$ cat src/rtl/rbb_pkg.sv
`default_nettype none
// ============================================================================
// Module      : rbb_pkg
// Description : Shared constants for the result batch buffer packer: default
//               geometry, trailer line field layout and FSM state encoding.
// Revision    : 1.0 - initial release
// ============================================================================
package rbb_pkg;

    // Default buffer geometry
    localparam int c_DEF_ADDR_WIDTH = 8;
    localparam int c_DEF_DATA_WIDTH = 512;
    localparam int c_DEF_RES_WIDTH  = 64;

    // Line count and words-per-line derived from a given geometry
    function automatic int rbbNumLines(input int addrWidth);
        return 1 << addrWidth;
    endfunction

    function automatic int rbbWpl(input int dataWidth, input int resWidth);
        return dataWidth / resWidth;
    endfunction

    localparam int c_NUM_LINES = rbbNumLines(c_DEF_ADDR_WIDTH);
    localparam int c_WPL       = rbbWpl(c_DEF_DATA_WIDTH, c_DEF_RES_WIDTH);

    // Trailer line layout
    localparam int c_LINES_LSB = 0;
    localparam int c_LINES_W   = 16;
    localparam int c_CNT_LSB   = 16;
    localparam int c_CNT_W     = 32;
    localparam int c_SPLIT_BIT = 48;

    // FSM state encoding
    localparam int                 c_STATE_W       = 3;
    localparam logic [c_STATE_W-1:0] c_ST_WAIT_DRAIN = 3'd0;
    localparam logic [c_STATE_W-1:0] c_ST_FILL       = 3'd1;
    localparam logic [c_STATE_W-1:0] c_ST_TRAILER    = 3'd2;
    localparam logic [c_STATE_W-1:0] c_ST_DONE       = 3'd3;
    localparam logic [c_STATE_W-1:0] c_ST_WAIT_FULL  = 3'd4;

endpackage
`default_nettype wire

$ cat src/rtl/rbb_line_assembler.sv
`default_nettype none
// ============================================================================
// Module      : rbb_line_assembler
// Description : Collects result words into lanes of one buffer line. Emits a
//               completion strobe on the accept that closes the line and a
//               registered line (upper lanes zero on a short last line).
// Revision    : 1.0 - initial release
// ============================================================================
module rbb_line_assembler #(
    parameter int RBB_DATA_WIDTH = 512,
    parameter int RES_WIDTH      = 64
) (
    input  logic                      clk,
    input  logic                      rst,
    input  logic                      i_clear,
    input  logic                      i_accept,
    input  logic [RES_WIDTH-1:0]      i_resData,
    input  logic                      i_resLast,
    output logic                      o_lineComplete,
    output logic                      o_lineValid,
    output logic [RBB_DATA_WIDTH-1:0] o_lineData
);

    localparam int                  c_WPL       = RBB_DATA_WIDTH / RES_WIDTH;
    localparam int                  c_LANE_W    = $clog2(c_WPL);
    localparam logic [c_LANE_W-1:0] c_LAST_LANE = c_LANE_W'(c_WPL - 1);

    logic [c_LANE_W-1:0]       r_laneIdx;
    logic [RBB_DATA_WIDTH-1:0] w_line;
    logic                      r_lineValid;
    logic [RBB_DATA_WIDTH-1:0] r_lineData;

    // A line closes when its last lane fills or when the batch's last word arrives
    assign o_lineComplete = i_accept && ((r_laneIdx == c_LAST_LANE) || i_resLast);

    generate
        for (genvar l = 0; l < c_WPL; l++) begin : g_lane
            localparam logic [c_LANE_W-1:0] c_LANE = c_LANE_W'(l);
            logic [RES_WIDTH-1:0] r_lane;

            // Lane storage; emptied whenever a line leaves so the next line starts zeroed
            always_ff @(posedge clk) begin
                if (rst || i_clear || o_lineComplete) begin
                    r_lane <= '0;
                end else if (i_accept && (r_laneIdx == c_LANE)) begin
                    r_lane <= i_resData;
                end
            end

            // Assembled view: the incoming word bypasses into its lane, lanes above a last word read zero
            assign w_line[l*RES_WIDTH +: RES_WIDTH] =
                (i_accept && (r_laneIdx == c_LANE)) ? i_resData :
                (i_resLast && (c_LANE > r_laneIdx)) ? {RES_WIDTH{1'b0}} : r_lane;
        end
        if (c_WPL * RES_WIDTH < RBB_DATA_WIDTH) begin : g_pad
            assign w_line[RBB_DATA_WIDTH-1:c_WPL*RES_WIDTH] = '0;
        end
    endgenerate

    // Lane counter: advance per accepted word, wrap to lane 0 when a line closes
    always_ff @(posedge clk) begin
        if (rst || i_clear) begin
            r_laneIdx <= '0;
        end else if (i_accept) begin
            r_laneIdx <= o_lineComplete ? '0 : r_laneIdx + c_LANE_W'(1);
        end
    end

    // Completed line register feeding the buffer write one cycle after closure
    always_ff @(posedge clk) begin
        if (rst) begin
            r_lineValid <= 1'b0;
            r_lineData  <= '0;
        end else begin
            r_lineValid <= o_lineComplete && !i_clear;
            if (o_lineComplete) begin
                r_lineData <= w_line;
            end
        end
    end

    assign o_lineValid = r_lineValid;
    assign o_lineData  = r_lineData;

endmodule
`default_nettype wire

$ cat src/rtl/rbb_result_packer.sv
`default_nettype none
// ============================================================================
// Module      : rbb_result_packer
// Description : Packs PE-array result words into result batch buffer lines,
//               closes each batch with a trailer line at the top address,
//               pulses task_done and waits out the buffer drain.
// Revision    : 1.0 - initial release
// ============================================================================
module rbb_result_packer
    import rbb_pkg::*;
#(
    parameter int RBB_ADDR_WIDTH = c_DEF_ADDR_WIDTH,
    parameter int RBB_DATA_WIDTH = c_DEF_DATA_WIDTH,
    parameter int RES_WIDTH      = c_DEF_RES_WIDTH
) (
    input  logic                      clk,
    input  logic                      reset,
    input  logic                      res_valid,
    input  logic [RES_WIDTH-1:0]      res_data,
    input  logic                      res_last,
    output logic                      res_ready,
    input  logic                      rbb_full,
    output logic                      WrEn,
    output logic [RBB_ADDR_WIDTH-1:0] WrAddr,
    output logic [RBB_DATA_WIDTH-1:0] WrDin,
    output logic                      task_done,
    output logic [15:0]               batch_cnt
);

    localparam int                        c_LINES        = rbbNumLines(RBB_ADDR_WIDTH);
    localparam logic [RBB_ADDR_WIDTH-1:0] c_SPLIT_IDX    = RBB_ADDR_WIDTH'(c_LINES - 2);
    localparam logic [RBB_ADDR_WIDTH-1:0] c_TRAILER_ADDR = RBB_ADDR_WIDTH'(c_LINES - 1);

    logic [c_STATE_W-1:0]      r_state;
    logic [c_STATE_W-1:0]      w_stateNext;
    logic                      r_resReady;
    logic                      r_endPending;
    logic                      r_split;
    logic [RBB_ADDR_WIDTH-1:0] r_lineIdx;
    logic [c_CNT_W-1:0]        r_resCnt;
    logic [15:0]               r_batchCnt;

    logic                      w_accept;
    logic                      w_lineComplete;
    logic                      w_lineValid;
    logic [RBB_DATA_WIDTH-1:0] w_lineData;
    logic                      w_closeBatch;
    logic                      w_wrLine;
    logic                      w_wrTrailer;
    logic                      w_taskDone;
    logic [RBB_DATA_WIDTH-1:0] w_trailer;

    assign w_accept = res_valid && r_resReady;

    // The batch ends on the last word or when the second-to-top line fills (top line holds the trailer)
    assign w_closeBatch = w_lineComplete && (res_last || (r_lineIdx == c_SPLIT_IDX));

    rbb_line_assembler #(
        .RBB_DATA_WIDTH (RBB_DATA_WIDTH),
        .RES_WIDTH      (RES_WIDTH)
    ) u_assembler (
        .clk            (clk),
        .rst            (reset),
        .i_clear        (r_state == c_ST_WAIT_DRAIN),
        .i_accept       (w_accept),
        .i_resData      (res_data),
        .i_resLast      (res_last),
        .o_lineComplete (w_lineComplete),
        .o_lineValid    (w_lineValid),
        .o_lineData     (w_lineData)
    );

    // State register
    always_ff @(posedge clk) begin
        if (reset) begin
            r_state <= c_ST_WAIT_DRAIN;
        end else begin
            r_state <= w_stateNext;
        end
    end

    // Next-state logic; FILL is held until the closing data line has been written
    always_comb begin
        w_stateNext = r_state;
        case (r_state)
            c_ST_WAIT_DRAIN: if (!rbb_full) w_stateNext = c_ST_FILL;
            c_ST_FILL:       if (r_endPending && w_lineValid) w_stateNext = c_ST_TRAILER;
            c_ST_TRAILER:    w_stateNext = c_ST_DONE;
            c_ST_DONE:       w_stateNext = c_ST_WAIT_FULL;
            c_ST_WAIT_FULL:  if (rbb_full) w_stateNext = c_ST_WAIT_DRAIN;
            default:         w_stateNext = c_ST_WAIT_DRAIN;
        endcase
    end

    // State-decoded outputs
    always_comb begin
        w_wrLine    = 1'b0;
        w_wrTrailer = 1'b0;
        w_taskDone  = 1'b0;
        case (r_state)
            c_ST_FILL:    w_wrLine    = w_lineValid;
            c_ST_TRAILER: w_wrTrailer = 1'b1;
            c_ST_DONE:    w_taskDone  = 1'b1;
            default:      ;
        endcase
    end

    // Ready is registered: open in FILL until the closing word of the batch is taken
    always_ff @(posedge clk) begin
        if (reset) begin
            r_resReady <= 1'b0;
        end else begin
            r_resReady <= (w_stateNext == c_ST_FILL) && !r_endPending && !w_closeBatch;
        end
    end

    // Batch-close flag: remembers that the line in flight is the last one of this batch
    always_ff @(posedge clk) begin
        if (reset || (r_state != c_ST_FILL)) begin
            r_endPending <= 1'b0;
        end else if (w_closeBatch) begin
            r_endPending <= 1'b1;
        end
    end

    // Per-batch counters: line index, saturating word count, split marker
    always_ff @(posedge clk) begin
        if (reset || (r_state == c_ST_WAIT_DRAIN)) begin
            r_lineIdx <= '0;
            r_resCnt  <= '0;
            r_split   <= 1'b0;
        end else begin
            if (w_accept && (r_resCnt != '1)) begin
                r_resCnt <= r_resCnt + 32'd1;
            end
            if (w_wrLine) begin
                r_lineIdx <= r_lineIdx + RBB_ADDR_WIDTH'(1);
            end
            if (w_closeBatch && !res_last) begin
                r_split <= 1'b1;
            end
        end
    end

    // Completed-batch counter, free-running with wrap
    always_ff @(posedge clk) begin
        if (reset) begin
            r_batchCnt <= '0;
        end else if (w_taskDone) begin
            r_batchCnt <= r_batchCnt + 16'd1;
        end
    end

    // Trailer line: lines written, accepted word count, split flag
    always_comb begin
        w_trailer                                = '0;
        w_trailer[c_LINES_LSB +: c_LINES_W]      = c_LINES_W'(r_lineIdx);
        w_trailer[c_CNT_LSB +: c_CNT_W]          = r_resCnt;
        w_trailer[c_SPLIT_BIT]                   = r_split;
    end

    // Write mux; a high Full always blocks the BRAM port so a drain is never corrupted
    always_comb begin
        WrEn   = (w_wrLine || w_wrTrailer) && !rbb_full;
        WrAddr = '0;
        WrDin  = '0;
        if (w_wrTrailer) begin
            WrAddr = c_TRAILER_ADDR;
            WrDin  = w_trailer;
        end else if (w_wrLine) begin
            WrAddr = r_lineIdx;
            WrDin  = w_lineData;
        end
    end

    assign res_ready = r_resReady;
    assign task_done = w_taskDone;
    assign batch_cnt = r_batchCnt;

endmodule
`default_nettype wire

$ cat config.mk
export PLATFORM = sky130hd
export DESIGN_NAME = rbb_result_packer
export DESIGN_NICKNAME = d
export VERILOG_FILES = /design/src/rtl/rbb_pkg.sv /design/src/rtl/rbb_line_assembler.sv /design/src/rtl/rbb_result_packer.sv
export SDC_FILE = /design/constraint.sdc
export NUM_CORES = 2
export LEC_CHECK = 0
export ABC_AREA = 1
export CAP_MARGIN = 5
export CELL_PAD_IN_SITES_DETAIL_PLACEMENT = 0
export CELL_PAD_IN_SITES_GLOBAL_PLACEMENT = 1
export CORE_MARGIN = 2
export CORE_UTILIZATION = 43
export CTS_BUF_LIST = sky130_fd_sc_hd__clkbuf_8
export DETAILED_ROUTE_END_ITERATION = 6
export GPL_TIMING_DRIVEN = 0
export PLACE_DENSITY_LB_ADDON = 0.15
export SLEW_MARGIN = 20
export SYNTH_ARGS = -nofsm -noshare
export SYNTH_HDL_FRONTEND = slang
export SYNTH_SLANG_ARGS = --single-unit
$ cat constraint.sdc
create_clock -name clk -period 3.8 [get_ports clk]
set_input_delay 0.95 -clock clk [delete_from_list [all_inputs] [get_ports clk]]
set_output_delay 0.95 -clock clk [all_outputs]
set_load 0.01 [all_outputs]
==> run summary <==
CTS tree = done
Num CTS Buffers = 175
Clk sinks = 1026
Die Area = 0.1040 mm²
Critical-path maximum fanout = 10
Cell Pwr Density = 401.2 mW/mm²
Maximum vdd drop = 0.0003178 V
Cell Count, Final, Fillers Out = 8701
Die Y = 322.5 µm
Leak Pwr = 21.18 nW
First-pass GRT wire length = 258400 µm
Final hold violations = 0
FF+latch count, synth = 1026
CP arrival = 2.80 ns
Core Box Area = 0.1003 mm²
Fillers = 10230
Via count of the first global-routing pass = 40340
Sequential-to-total area share from yosys stat = 47.10%
Hold buffers post-CTS = 0
Tightest Pin Transition = 1.201 ns
GP Congestion = 0.9329
Die Wd = 322.5 µm
Routed len/inst = 20.71 µm
Slew headroom = 19.97%
Avg Inst Size Synth = 6.724 µm²
Netlist cell types = 31
Initial core utilization = 43.48%
Setup TNS = 0 ns
Area grow syn2layout = 26.34%
Sw frac = 25.59%
Comb pwr share = 5.2%
Final Total Pwr = 22.10 mW
Cells after DPL = 8386
Largest net degree at the start of global routing = 18
IO Count = 608
Cell area after synthesis = 0.04361 mm²
Synthesis Warnings = 0
Part of the power in registers = 49.4%
Setup violators final = 0
Avg Vias per Cell = 5.131
Crit path from = r_state[2]
Max_cap viols = 0
Clk buf depth = 3
Achievable Freq = 267.0 MHz
Slew Viols, Final = 0
H-tree Lvls = 4
Final wirelength = 180200 µm
Clock root cell = clkbuf_8
CTS clk-pin slew, worst paths = 0.06 ns
Cell row count = 116
Critical path endpoint category = primary output
Total global-route track usage = 33.64%
RR Startpoint = u_assembler.r_laneIdx[1]
ANT nets after route = 0
Final worst slack = 0.05433 ns
Detailed placer's ending HPWL = 126600 µm
NetSw = 5.657 mW
Pre-CTS setup slack = -0.5869 ns
Proportion of layout cells with a drive suffix above 1 = 9.044%
Mapped Cells = 6486
Required @ worst endpoint = 2.85 ns
1st-iter DRT viols = 4593
Pre-Repair DR Iteration Count = 7
Worst skew pair latency = 0.86 ns
Skew final = 0.03082 ns
Port Buffers = 542
Final period utilization = 98.57%
Commonest non-fill, non-tap cells in the layout = nand2_1, dfxtp_1, inv_1, nor2_1, a21oi_1
Most common cell after layout, fill and taps aside = nand2_1
Setup CP Type = reg2out
Hold WC Path Type = reg2reg
Startpoint types = flop
Initial antenna violation count = 36
Total gr overflow = 0
Int Pwr = 16.45 mW
Clk pwr share = 45.4%
Syn_nets = 6563
Status = finished, final reports clean
Residual DRC count = 0
Min-delay src = u_assembler.o_lineData[495]
Tmin final = 3.746 ns
Routed vias = 44650
Final nets = 7285
==> critical path, cell delays in order (launching register included) <==
cell and delay, ns:
dfxtp_2 0.34, inv_1 0.10, nand3_2 0.11, inv_2 0.09
nand2_2 0.09, buf_12 0.19, buf_4 0.24, nor2_2 0.19
clkdlybuf4s50_1 0.57
==> repair_timing <==
item | CTS | global route
setup buffers | 1 | 2
pin swaps | 1 | 3
resized for setup | 779 | 54
setup endpoints to repair | 520 | 67
==> sequential cells by signal (all words and copies together), names as in the netlist <==
signal / cells
r_endPending: 1
u_assembler.o_lineValid: 1
u_assembler.o_lineData: 512
r_resCnt: 32
r_lineIdx: 8
r_split: 1
u_assembler.g_lane.r_lane: 448
r_state: 3
batch_cnt: 16
res_ready: 1
u_assembler.r_laneIdx: 3
==> kinds of logic after synthesis <==
kind of cell	Yosys count	synth area share, %
AOI/OAI and AO/OA	1132	13.60
xor gates and xnor gates	15	0.3013
adders and majority gates	8	0.2295
buffers and inverters	1441	12.92
DFF	1026	47.10
and+or+nand+nor	2864	25.85
==> metal layers <==
layer	vias to the layer above	share of wire (%)	track usage, %
li1	21490	-	-
met1	20950	42	44.81
met2	1868	45	53.32
met3	327	9.0	6.172
met4	8	4.1	14.45
met5	-	0.027	0
==> Yosys cell counts (all sizes together) <==
cell type | n | share of area, %
inv | 941 | 8.1
nor3 | 15 | 0.20
buf | 142 | 1.6
xor2 | 13 | 0.26
xnor2 | 2 | 0.040
dfxtp | 1026 | 47
nor2 | 700 | 6.0
nand3 | 353 | 4.1
a31oi | 193 | 2.8
o21ai | 377 | 4.3
ha | 8 | 0.23
o31ai | 1 | 0.017
nand4 | 8 | 0.11
clkbuf | 358 | 3.3
or2 | 1 | 0.014
o21a | 1 | 0.017
and3 | 2 | 0.029
nand2 | 1785 | 15
a21oi | 560 | 6.5
==> path summary, 6_finish.rpt <==
check | end | slack (ns) | depth (start not counted)
max | WrDin[69] | 0.05 | 8
min | u_assembler.o_lineData[495] | 0.46 | 2
max reg2reg | u_assembler.o_lineData[445] | 0.59 | 10
min reg2reg | u_assembler.o_lineData[495] | 0.46 | 2
==> stage by stage <==
step           cell area [µm²]  hold slack, ns  utilization [%]
5_1_grt                  55080          0.4765            54.92
2_1_floorplan            43610          0.4308                -
4_1_cts                  54950          0.4623            54.79
3_5_place_dp             50770          0.4538            50.62
6_report                 55100          0.4609            54.94
3_3_place_gp             50730          0.4479            50.59
==> power groups by stage <==
| stage | logic [mW] | clock network, mW | registers (mW) |
|---|---|---|---|
| after global routing | 1.20 | 10.6 | 10.9 |
| after detailed placement | 1.11 | 0 | 11.1 |
| after CTS | 1.13 | 10.1 | 10.9 |
| after global placement | 1.11 | 0 | 11.1 |
| after floorplan | 0.561 | 0 | 11.1 |
| final | 1.15 | 10.0 | 10.9 |
==> layout make-up <==
cell class	count	area, µm²	area share, %
antenna	13	32.53	0.05904
buffer	499	2522	4.578
clock buffer	228	3138	5.695
clock inverter	72	342.8	0.6222
inverter	941	3532	6.411
multi-input combinational	4019	18180	33.00
sequential	1026	20540	37.28
tap	1357	1698	3.082
timing repair buffer	546	5106	9.267
No activity file was read; power rests on OpenSTA's default activity.
